File: src/rtl/mem_stage.sv
// Memory-access stage: passes ALU results through and runs loads/stores as
// byte-serial little-endian transactions on an 8-bit synchronous RAM port.
//
// state | meaning
// ------+--------------------------------------------------------------
// IDLE  | accepts the current op; NOPs pass straight through
// BUSY  | byte transfer in progress (cnt = byte index, buf = load bytes)
// DONE  | result presentation; stall released, back to IDLE next edge
module mem_stage #(
  parameter int ADDR_W = 32
) (
  input  logic              clk,
  input  logic              rst,
  input  logic [4:0]        waddr_i,
  input  logic              we_i,
  input  logic [31:0]       wdata_i,
  input  logic [3:0]        mem_op,
  input  logic [ADDR_W-1:0] mem_addr,
  input  logic [31:0]       store_data,
  output logic [4:0]        waddr_o,
  output logic              we_o,
  output logic [31:0]       wdata_o,
  output logic              stall_req,
  output logic [ADDR_W-1:0] ram_a,
  output logic              ram_wr,
  output logic [7:0]        ram_dout,
  input  logic [7:0]        ram_din
);

  typedef enum logic [1:0] {
    S_IDLE = 2'd0,
    S_BUSY = 2'd1,
    S_DONE = 2'd2
  } state_t;

  localparam logic [3:0] OP_LB  = 4'd1;
  localparam logic [3:0] OP_LH  = 4'd2;
  localparam logic [3:0] OP_LW  = 4'd3;
  localparam logic [3:0] OP_LBU = 4'd4;
  localparam logic [3:0] OP_LHU = 4'd5;
  localparam logic [3:0] OP_SB  = 4'd6;
  localparam logic [3:0] OP_SH  = 4'd7;
  localparam logic [3:0] OP_SW  = 4'd8;

  state_t      r_state, w_state_nx;
  logic [1:0]  r_cnt, w_cnt_nx;
  logic [31:0] r_buf, w_buf_nx;

  logic        w_is_load, w_is_store;
  logic [1:0]  w_last;
  logic        w_xfer, w_wr, w_stall;
  logic [1:0]  w_idx;
  logic [7:0]  w_st_byte;
  logic [31:0] w_ld_result;

  // Opcode decode: class and index of the last byte (N-1).
  always_comb begin
    w_is_load  = 1'b0;
    w_is_store = 1'b0;
    w_last     = 2'd0;
    case (mem_op)
      OP_LB, OP_LBU: begin w_is_load  = 1'b1; w_last = 2'd0; end
      OP_LH, OP_LHU: begin w_is_load  = 1'b1; w_last = 2'd1; end
      OP_LW:         begin w_is_load  = 1'b1; w_last = 2'd3; end
      OP_SB:         begin w_is_store = 1'b1; w_last = 2'd0; end
      OP_SH:         begin w_is_store = 1'b1; w_last = 2'd1; end
      OP_SW:         begin w_is_store = 1'b1; w_last = 2'd3; end
      default:       ;
    endcase
  end

  // State, byte counter and assembly buffer registers.
  always_ff @(posedge clk) begin
    if (rst) begin
      r_state <= S_IDLE;
      r_cnt   <= 2'd0;
      r_buf   <= 32'd0;
    end else begin
      r_state <= w_state_nx;
      r_cnt   <= w_cnt_nx;
      r_buf   <= w_buf_nx;
    end
  end

  // Next-state logic plus which byte (if any) is on the bus this cycle.
  // Loads: in BUSY, cnt is the byte being captured from ram_din, and the
  // address of the following byte is presented at the same time.
  // Stores: in BUSY, cnt is the byte being written.
  always_comb begin
    w_state_nx = r_state;
    w_cnt_nx   = r_cnt;
    w_buf_nx   = r_buf;
    w_xfer     = 1'b0;
    w_wr       = 1'b0;
    w_stall    = 1'b0;
    w_idx      = 2'd0;
    case (r_state)
      S_IDLE: begin
        if (w_is_load) begin
          w_stall    = 1'b1;
          w_xfer     = 1'b1;
          w_cnt_nx   = 2'd0;
          w_buf_nx   = 32'd0;
          w_state_nx = S_BUSY;
        end else if (w_is_store) begin
          w_stall  = 1'b1;
          w_xfer   = 1'b1;
          w_wr     = 1'b1;
          w_cnt_nx = 2'd1;
          w_state_nx = (w_last == 2'd0) ? S_DONE : S_BUSY;
        end
      end
      S_BUSY: begin
        w_stall = 1'b1;
        if (w_is_load) begin
          w_buf_nx[{r_cnt, 3'b000} +: 8] = ram_din;
          if (r_cnt == w_last) begin
            w_state_nx = S_DONE;
          end else begin
            w_xfer   = 1'b1;
            w_idx    = r_cnt + 2'd1;
            w_cnt_nx = r_cnt + 2'd1;
          end
        end else if (w_is_store) begin
          w_xfer = 1'b1;
          w_wr   = 1'b1;
          w_idx  = r_cnt;
          if (r_cnt == w_last) w_state_nx = S_DONE;
          else                 w_cnt_nx   = r_cnt + 2'd1;
        end else begin
          // Op vanished mid-transaction (upstream broke the hold contract).
          w_stall    = 1'b0;
          w_state_nx = S_IDLE;
        end
      end
      S_DONE: begin
        w_state_nx = S_IDLE;
        w_cnt_nx   = 2'd0;
      end
      default: begin
        w_state_nx = S_IDLE;
        w_cnt_nx   = 2'd0;
      end
    endcase
  end

  // Store byte selection and load sign/zero extension.
  always_comb begin
    w_st_byte = store_data[{w_idx, 3'b000} +: 8];
    case (mem_op)
      OP_LB:   w_ld_result = {{24{r_buf[7]}}, r_buf[7:0]};
      OP_LH:   w_ld_result = {{16{r_buf[15]}}, r_buf[15:0]};
      OP_LBU:  w_ld_result = {24'd0, r_buf[7:0]};
      OP_LHU:  w_ld_result = {16'd0, r_buf[15:0]};
      default: w_ld_result = r_buf;
    endcase
  end

  // Output drive; everything forced low while reset is held.
  always_comb begin
    waddr_o   = '0;
    we_o      = 1'b0;
    wdata_o   = '0;
    stall_req = 1'b0;
    ram_a     = '0;
    ram_wr    = 1'b0;
    ram_dout  = '0;
    if (!rst) begin
      waddr_o   = waddr_i;
      stall_req = w_stall;
      ram_wr    = w_wr;
      ram_a     = w_xfer ? (mem_addr + ADDR_W'(w_idx)) : mem_addr;
      ram_dout  = w_wr ? w_st_byte : 8'd0;
      if (w_stall) begin
        we_o    = 1'b0;
        wdata_o = '0;
      end else begin
        we_o    = we_i;
        wdata_o = (r_state == S_DONE && w_is_load) ? w_ld_result : wdata_i;
      end
    end
  end

endmodule
File: config.mk
export PLATFORM = sky130hd
export DESIGN_NAME = mem_stage
export DESIGN_NICKNAME = d
export VERILOG_FILES = /design/src/rtl/mem_stage.sv
export SDC_FILE = /design/constraint.sdc
export NUM_CORES = 1
export LEC_CHECK = 0
export ABC_AREA = 1
export BUFFER_PORTS_ARGS = -buffer_cell sky130_fd_sc_hd__clkbuf_2
export CAP_MARGIN = 10
export CELL_PAD_IN_SITES_DETAIL_PLACEMENT = 1
export CELL_PAD_IN_SITES_GLOBAL_PLACEMENT = 1
export CORE_MARGIN = 2
export CORE_UTILIZATION = 33
export DETAILED_ROUTE_END_ITERATION = 8
export PLACE_DENSITY_LB_ADDON = 0.1
export SETUP_SLACK_MARGIN = 0.4
export SYNTH_ARGS = -nofsm -noshare
export SYNTH_HDL_FRONTEND = slang
export SYNTH_SLANG_ARGS = --single-unit
File: constraint.sdc
create_clock -name clk -period 6.9 [get_ports clk]
set_input_delay 0.345 -clock clk [delete_from_list [all_inputs] [get_ports clk]]
set_output_delay 0.345 -clock clk [all_outputs]
set_load 0.1 [all_outputs]
# ---- Yosys cells after proc, flatten, opt, wreduce, memory -nomap -nowiden
# Index checks and enable logic that the tools add are counted.
dict set report totals {
  regBits 36
  latchBits 0
  mem_bits_rw 0
  romBits 0
  in_bits 116
  output_inout_bits 80
  word_cells 80
  mem_count 0
}
dict set report op_classes {
  add_sub_neg 3
  n_mul 0
  n_div 0
  n_lt_le_gt_ge 0
  n_eq_ne 15
  n_shift 3
  muxes 45
  bitwise_logic 0
  n_reduce_logical 11
}
# op n
set op_table {}
lappend op_table {{32-bit 2-to-1 mux} 7}
lappend op_table {{32-bit one-hot mux with 4 select lines} 1}
lappend op_table {{32-bit one-hot mux with 2 select lines} 1}
lappend op_table {{32-bit by 2-bit adder with 32-bit output} 1}
lappend op_table {{32-bit bitwise mux} 1}
lappend op_table {{8-bit by 7-bit variable shift with 32-bit output (first input constant)} 1}
lappend op_table {{32-bit by 6-bit variable part select with 8-bit output} 1}
lappend op_table {{8-bit by 7-bit variable part select with 32-bit output} 1}
lappend op_table {{2-bit 2-to-1 mux} 15}
lappend op_table {{4-bit by 3-bit == test with 1-bit output (second input constant)} 4}
lappend op_table {{8-bit 2-to-1 mux} 2}
lappend op_table {{1-bit 2-to-1 mux} 13}
lappend op_table {{2-bit one-hot mux with 2 select lines} 3}
lappend op_table {{4-bit by 2-bit == test with 1-bit output (second input constant)} 2}
lappend op_table {{5-bit negator with 7-bit output} 1}
lappend op_table {{3-bit inequality test (second input constant)} 2}
lappend op_table {{3-bit OR reduction} 2}
lappend op_table {{5-bit 2-to-1 mux} 1}
lappend op_table {{5-bit OR reduction} 1}
lappend op_table {{4-bit by 1-bit == test with 1-bit output (second input constant)} 1}
lappend op_table {{4-bit == test (second input constant)} 1}
lappend op_table {{2-bit logical NOT} 2}
lappend op_table {{2-bit inequality test (second input constant)} 2}
lappend op_table {{2-bit OR reduction} 2}
lappend op_table {{other kinds (9)} 9}

# ---- Depth between registers and ports, before layout
dict set report depth {
  depth_word 10
  ltp_mapped 20
}

# ---- Worst setup path before layout
# OpenSTA, ideal clock, no wires.
dict set report synth_path {
  path_type {input port to output port}
  from {in mem_op[3]}
  to {out ram_a[20]}
  t_arrival_ns 4.111
  slack_ns 2.444
  stages 19
  n_path_buf 1
  path_cell_list {inv_1 nand2_1 nor2_2 nor2_1 buf_6 nand2_8 inv_1 nand2_1 nand3_2 inv_1 ha_1 inv_1 fa_1 inv_1 nand3_1 nor3_1 xor2_1 nand2_1 a21oi_1}
}
dict set report synth_via {
  elab_chain_len 10
  word_cells_on_any_way 28
}
# item line_no
set synth_rtl {}
lappend synth_rtl {{start, declared} 17} ;# input logic [3:0] mem_op,
lappend synth_rtl {{4-bit by 3-bit == test with 1-bit output (tied with other cells)} 61} ;# case (mem_op)
lappend synth_rtl {{3-bit OR reduction (no source line) / 2-bit OR reduction (equally long branches)} -}
lappend synth_rtl {{2-bit one-hot mux with 2 select lines} 61}
lappend synth_rtl {{2-bit == test} 117} ;# if (r_cnt == w_last) begin
lappend synth_rtl {{2-bit 2-to-1 mux} 117}
lappend synth_rtl {{2-bit 2-to-1 mux} 115} ;# if (w_is_load) begin
lappend synth_rtl {{2-bit 2-to-1 mux} 97} ;# case (r_state)
lappend synth_rtl {{32-bit by 2-bit adder with 32-bit output} 172} ;# ram_a = w_xfer ? (mem_addr + ADDR_W'(w_idx)) : mem_addr;
lappend synth_rtl {{32-bit 2-to-1 mux *} 172}
lappend synth_rtl {{32-bit 2-to-1 mux *} 168} ;# if (!rst) begin
lappend synth_rtl {{end, declared} 24} ;# output logic [ADDR_W-1:0] ram_a,
# Every way passes the cells marked *; elsewhere a longest branch is shown, timed or not.

# ---- Worst setup path in the final report
dict set report layout_path {
  from {reg r_cnt[0]}
  to {out ram_a[28]}
}
dict set report layout_via {
  elab_chain_len 7
  word_cells_on_any_way 12
}
# item line_no
set layout_rtl {}
lappend layout_rtl {{start, declared} 46} ;# logic [1:0] r_cnt, w_cnt_nx;
lappend layout_rtl {{start signal, assigned} 80} ;# r_cnt <= w_cnt_nx;
lappend layout_rtl {{2-bit by 1-bit adder with 2-bit output / 2-bit == test (equally long branches)} {121, 117}}
lappend layout_rtl {{2-bit 2-to-1 mux} 117}
lappend layout_rtl {{2-bit 2-to-1 mux} 115}
lappend layout_rtl {{2-bit 2-to-1 mux} 97}
lappend layout_rtl {{32-bit by 2-bit adder with 32-bit output} 172}
lappend layout_rtl {{32-bit 2-to-1 mux *} 172}
lappend layout_rtl {{32-bit 2-to-1 mux *} 168}
# Marked as above.

==> results.json <==
{
  "start_kind": "register",
  "path_max_fanout": 17,
  "post-cts-setup-buffer-count": 0,
  "cap_viol_max_count": 0,
  "path_delay_family": "simple AND/OR/NAND/NOR gates",
  "timing.hold.ws_ns": 0.370,
  "fillers": 1876,
  "ys_ff_latch": 36,
  "critPathBufInv": 4,
  "hpwlAfterDp_mm": 13.0,
  "fin_ws_ns": 2.07,
  "syn_area_um2": 4280,
  "overflow": 0,
  "antenna-diode-count": 0,
  "synth_area_per_cell_um2": 5.64,
  "finalClockSkew_ns": 0.00614,
  "drtIter0Drc": 120,
  "hold_class": "input port to register",
  "synth-xor-area-share": 0.0553,
  "setup_viol": 0,
  "tns_ns": 0,
  "coreArea_um2": 12600,
  "grt_pass1_vias": 5643,
  "seq_area_um2": 721,
  "hold_viol_final": 0,
  "crit_chain": "nand2_1 > nand2_1 > nand3_2 > inv_1 > ha_1 > inv_1 > fa_1 > inv_1 > nand3_1 > nor4_1 > xor2_1 > nand2_1 > a21oi_2 > clkbuf_2",
  "crit_path_end_kind": "output pin",
  "synth-compound-area-share": 0.225,
  "port_buffers": 195,
  "powerDensity_nw_per_um2": 206,
  "final_common_cell": "clkbuf_2",
  "status": "completed",
  "cts_tree": "yes",
  "rsz0062_at_grt": "no",
  "period_needed_ns": 4.83,
  "path_clk_slew_ns": 0.06,
  "crit_slowest_cell": "dfxtp_1",
  "dr.pass1.iters": 5,
  "wirelength_mm": 16.2,
  "multiInputGateArea_um2": 2960,
  "worst_slew_pin_slew_ns": 1.10,
  "die_area_um2": 13900,
  "fin_crit_sh": 0.699,
  "drc": 0,
  "yosysUniqueCellTypes": 38,
  "rows": 41,
  "ctsHoldBuffers": 0,
  "netlist_instances": 758,
  "clk_latency_ns": 0.28,
  "viasPerCell": 5.05,
  "final_cell_mix": "clkbuf_2, nand2_1, nor2_1",
  "vdd_drop_max_uv": 97.0,
  "wl_per_cell_um": 14.7,
  "max_slew_margin": 0.266,
  "grt_pass1_wl_mm": 26.4,
  "antenna_left": 0,
  "die_w_um": 118,
  "die_h_um": 118,
  "muxShareOfSynthArea": 0,
  "synthAdderAreaFrac": 0.0222,
  "synth-simple-area-share": 0.389,
  "cts_root_buf": "clkbuf_16",
  "layout-drive-gt1-share": 0.258,
  "grt_util_all_layers": 0.223,
  "ys_warn_count": 0,
  "dp_slack_ns": 2.22,
  "cp.arrival_ns": 4.48,
  "routed-via-count": 5551,
  "path_class": "register to output pin",
  "synth_nets": 881,
  "final_nets": 1051,
  "ios": 196,
  "ys_seq_area_frac": 0.168,
  "place_congestion": 0.861,
  "fmax_mhz": 207,
  "area_growth_pct": 27.9,
  "htree_levels": 2,
  "grt_max_degree": 55,
  "cts_resized": 0,
  "synth_top_family_by_area": "simple AND/OR/NAND/NOR gates",
  "final_max_slew_viol_count": 0,
  "initial_core_util": 0.339,
  "grt_antenna_before_repair": 0,
  "cts-buffers-inserted": 5,
  "clk_path_buf_depth": 2,
  "p_leak_uw": 0.00274,
  "clkSinkCount": 36,
  "crit_required_ns": 6.55,
  "max_stage_delay_ns": 0.68
}
cells by family after synthesis:
logic type | after synthesis
XOR/XNOR | 27
buffers and inverters | 147
adder cells (fa/ha/maj) | 7
flip-flops | 36
AO/OA/AOI/OAI | 156
AND/OR/NAND/NOR | 385
sequential cells by signal, summed over array words and instances, names as in the netlist:
signal,cells
r_buf,32
r_cnt,2
r_state,2
final cells by class:
cell class / instances / share of cell area
clock buffer: 7 / 0.0279
inverter: 111 / 0.0762
multi-input combinational: 575 / 0.541
sequential: 36 / 0.132
tap: 172 / 0.0393
timing repair buffer: 199 / 0.184
worst register-to-register path, stage by stage, from the launching register on:
cell and delay [ns]:
dfxtp_1 0.68, inv_1 0.24, ha_1 0.39, inv_1 0.08
nor2_1 0.16, nand2_1 0.14, inv_1 0.11, nand2_1 0.09
nor2_1 0.14, o21ai_0 0.13, a21oi_1 0.16
synthesized netlist by cell type (all sizes together):
cell,n,area [um2]
nand2,158,614
nor2,124,483
inv,110,413
a21oi,79,418
nand3,42,220
a211oi,39,323
dfxtp,36,721
o21ai,33,184
nor3,32,160
xor2,24,210
nand4,21,131
buf,20,121
clkbuf,16,60.1
ha,6,75.1
a21boi,3,22.5
nor3b,3,22.5
nor4,3,18.8
xnor2,3,26.3
a32oi,1,8.76
clkinv,1,3.75
fa,1,20.0
nand3b,1,7.51
o21bai,1,7.51
or2,1,6.26
layer usage:
layer / up-vias / global-route usage / share of wire
li1: 2810 / - / -
met1: 2580 / 0.271 / 0.44
met2: 145 / 0.420 / 0.50
met3: 16 / 0.0242 / 0.045
met4: 0 / 0.0512 / 0.013
met5: - / 0 / 0
where the power goes:
group / internal [uW] / total, uW / switching [uW]
Sequential: 232 / 248 / 15.8
Clock: 151 / 236 / 84.4
Combinational: 128 / 641 / 513
Total: 511 / 1120 / 613
stage by stage:
stage | total power, uW | cells | area (um2) | utilization
final | 1120 | 1100 | 5470 | 0.433
after CTS | 1130 | 1100 | 5470 | 0.433
after global routing | 1180 | 1100 | 5470 | 0.433
after global placement | 879 | 1093 | 5320 | 0.421
after detailed placement | 894 | 1093 | 5320 | 0.421
after floorplan | 761 | 758 | 4280 | -
path summary, 6_finish.rpt:
check	cells past startpoint	slack, ns	from	endpoint
worst max-delay path	14	2.07	r_cnt[0]$_SDFFE_PP0P_	ram_a[28]
worst min-delay path	3	0.37	ram_din[3]	r_buf[3]$_SDFFE_PP0P_
worst max register to register	10	4.52	r_cnt[0]$_SDFFE_PP0P_	r_buf[10]$_SDFFE_PP0P_
worst min register to register	2	0.44	r_buf[8]$_SDFFE_PP0P_	r_buf[8]$_SDFFE_PP0P_
Note: power is estimated with default switching activity, not from simulation.
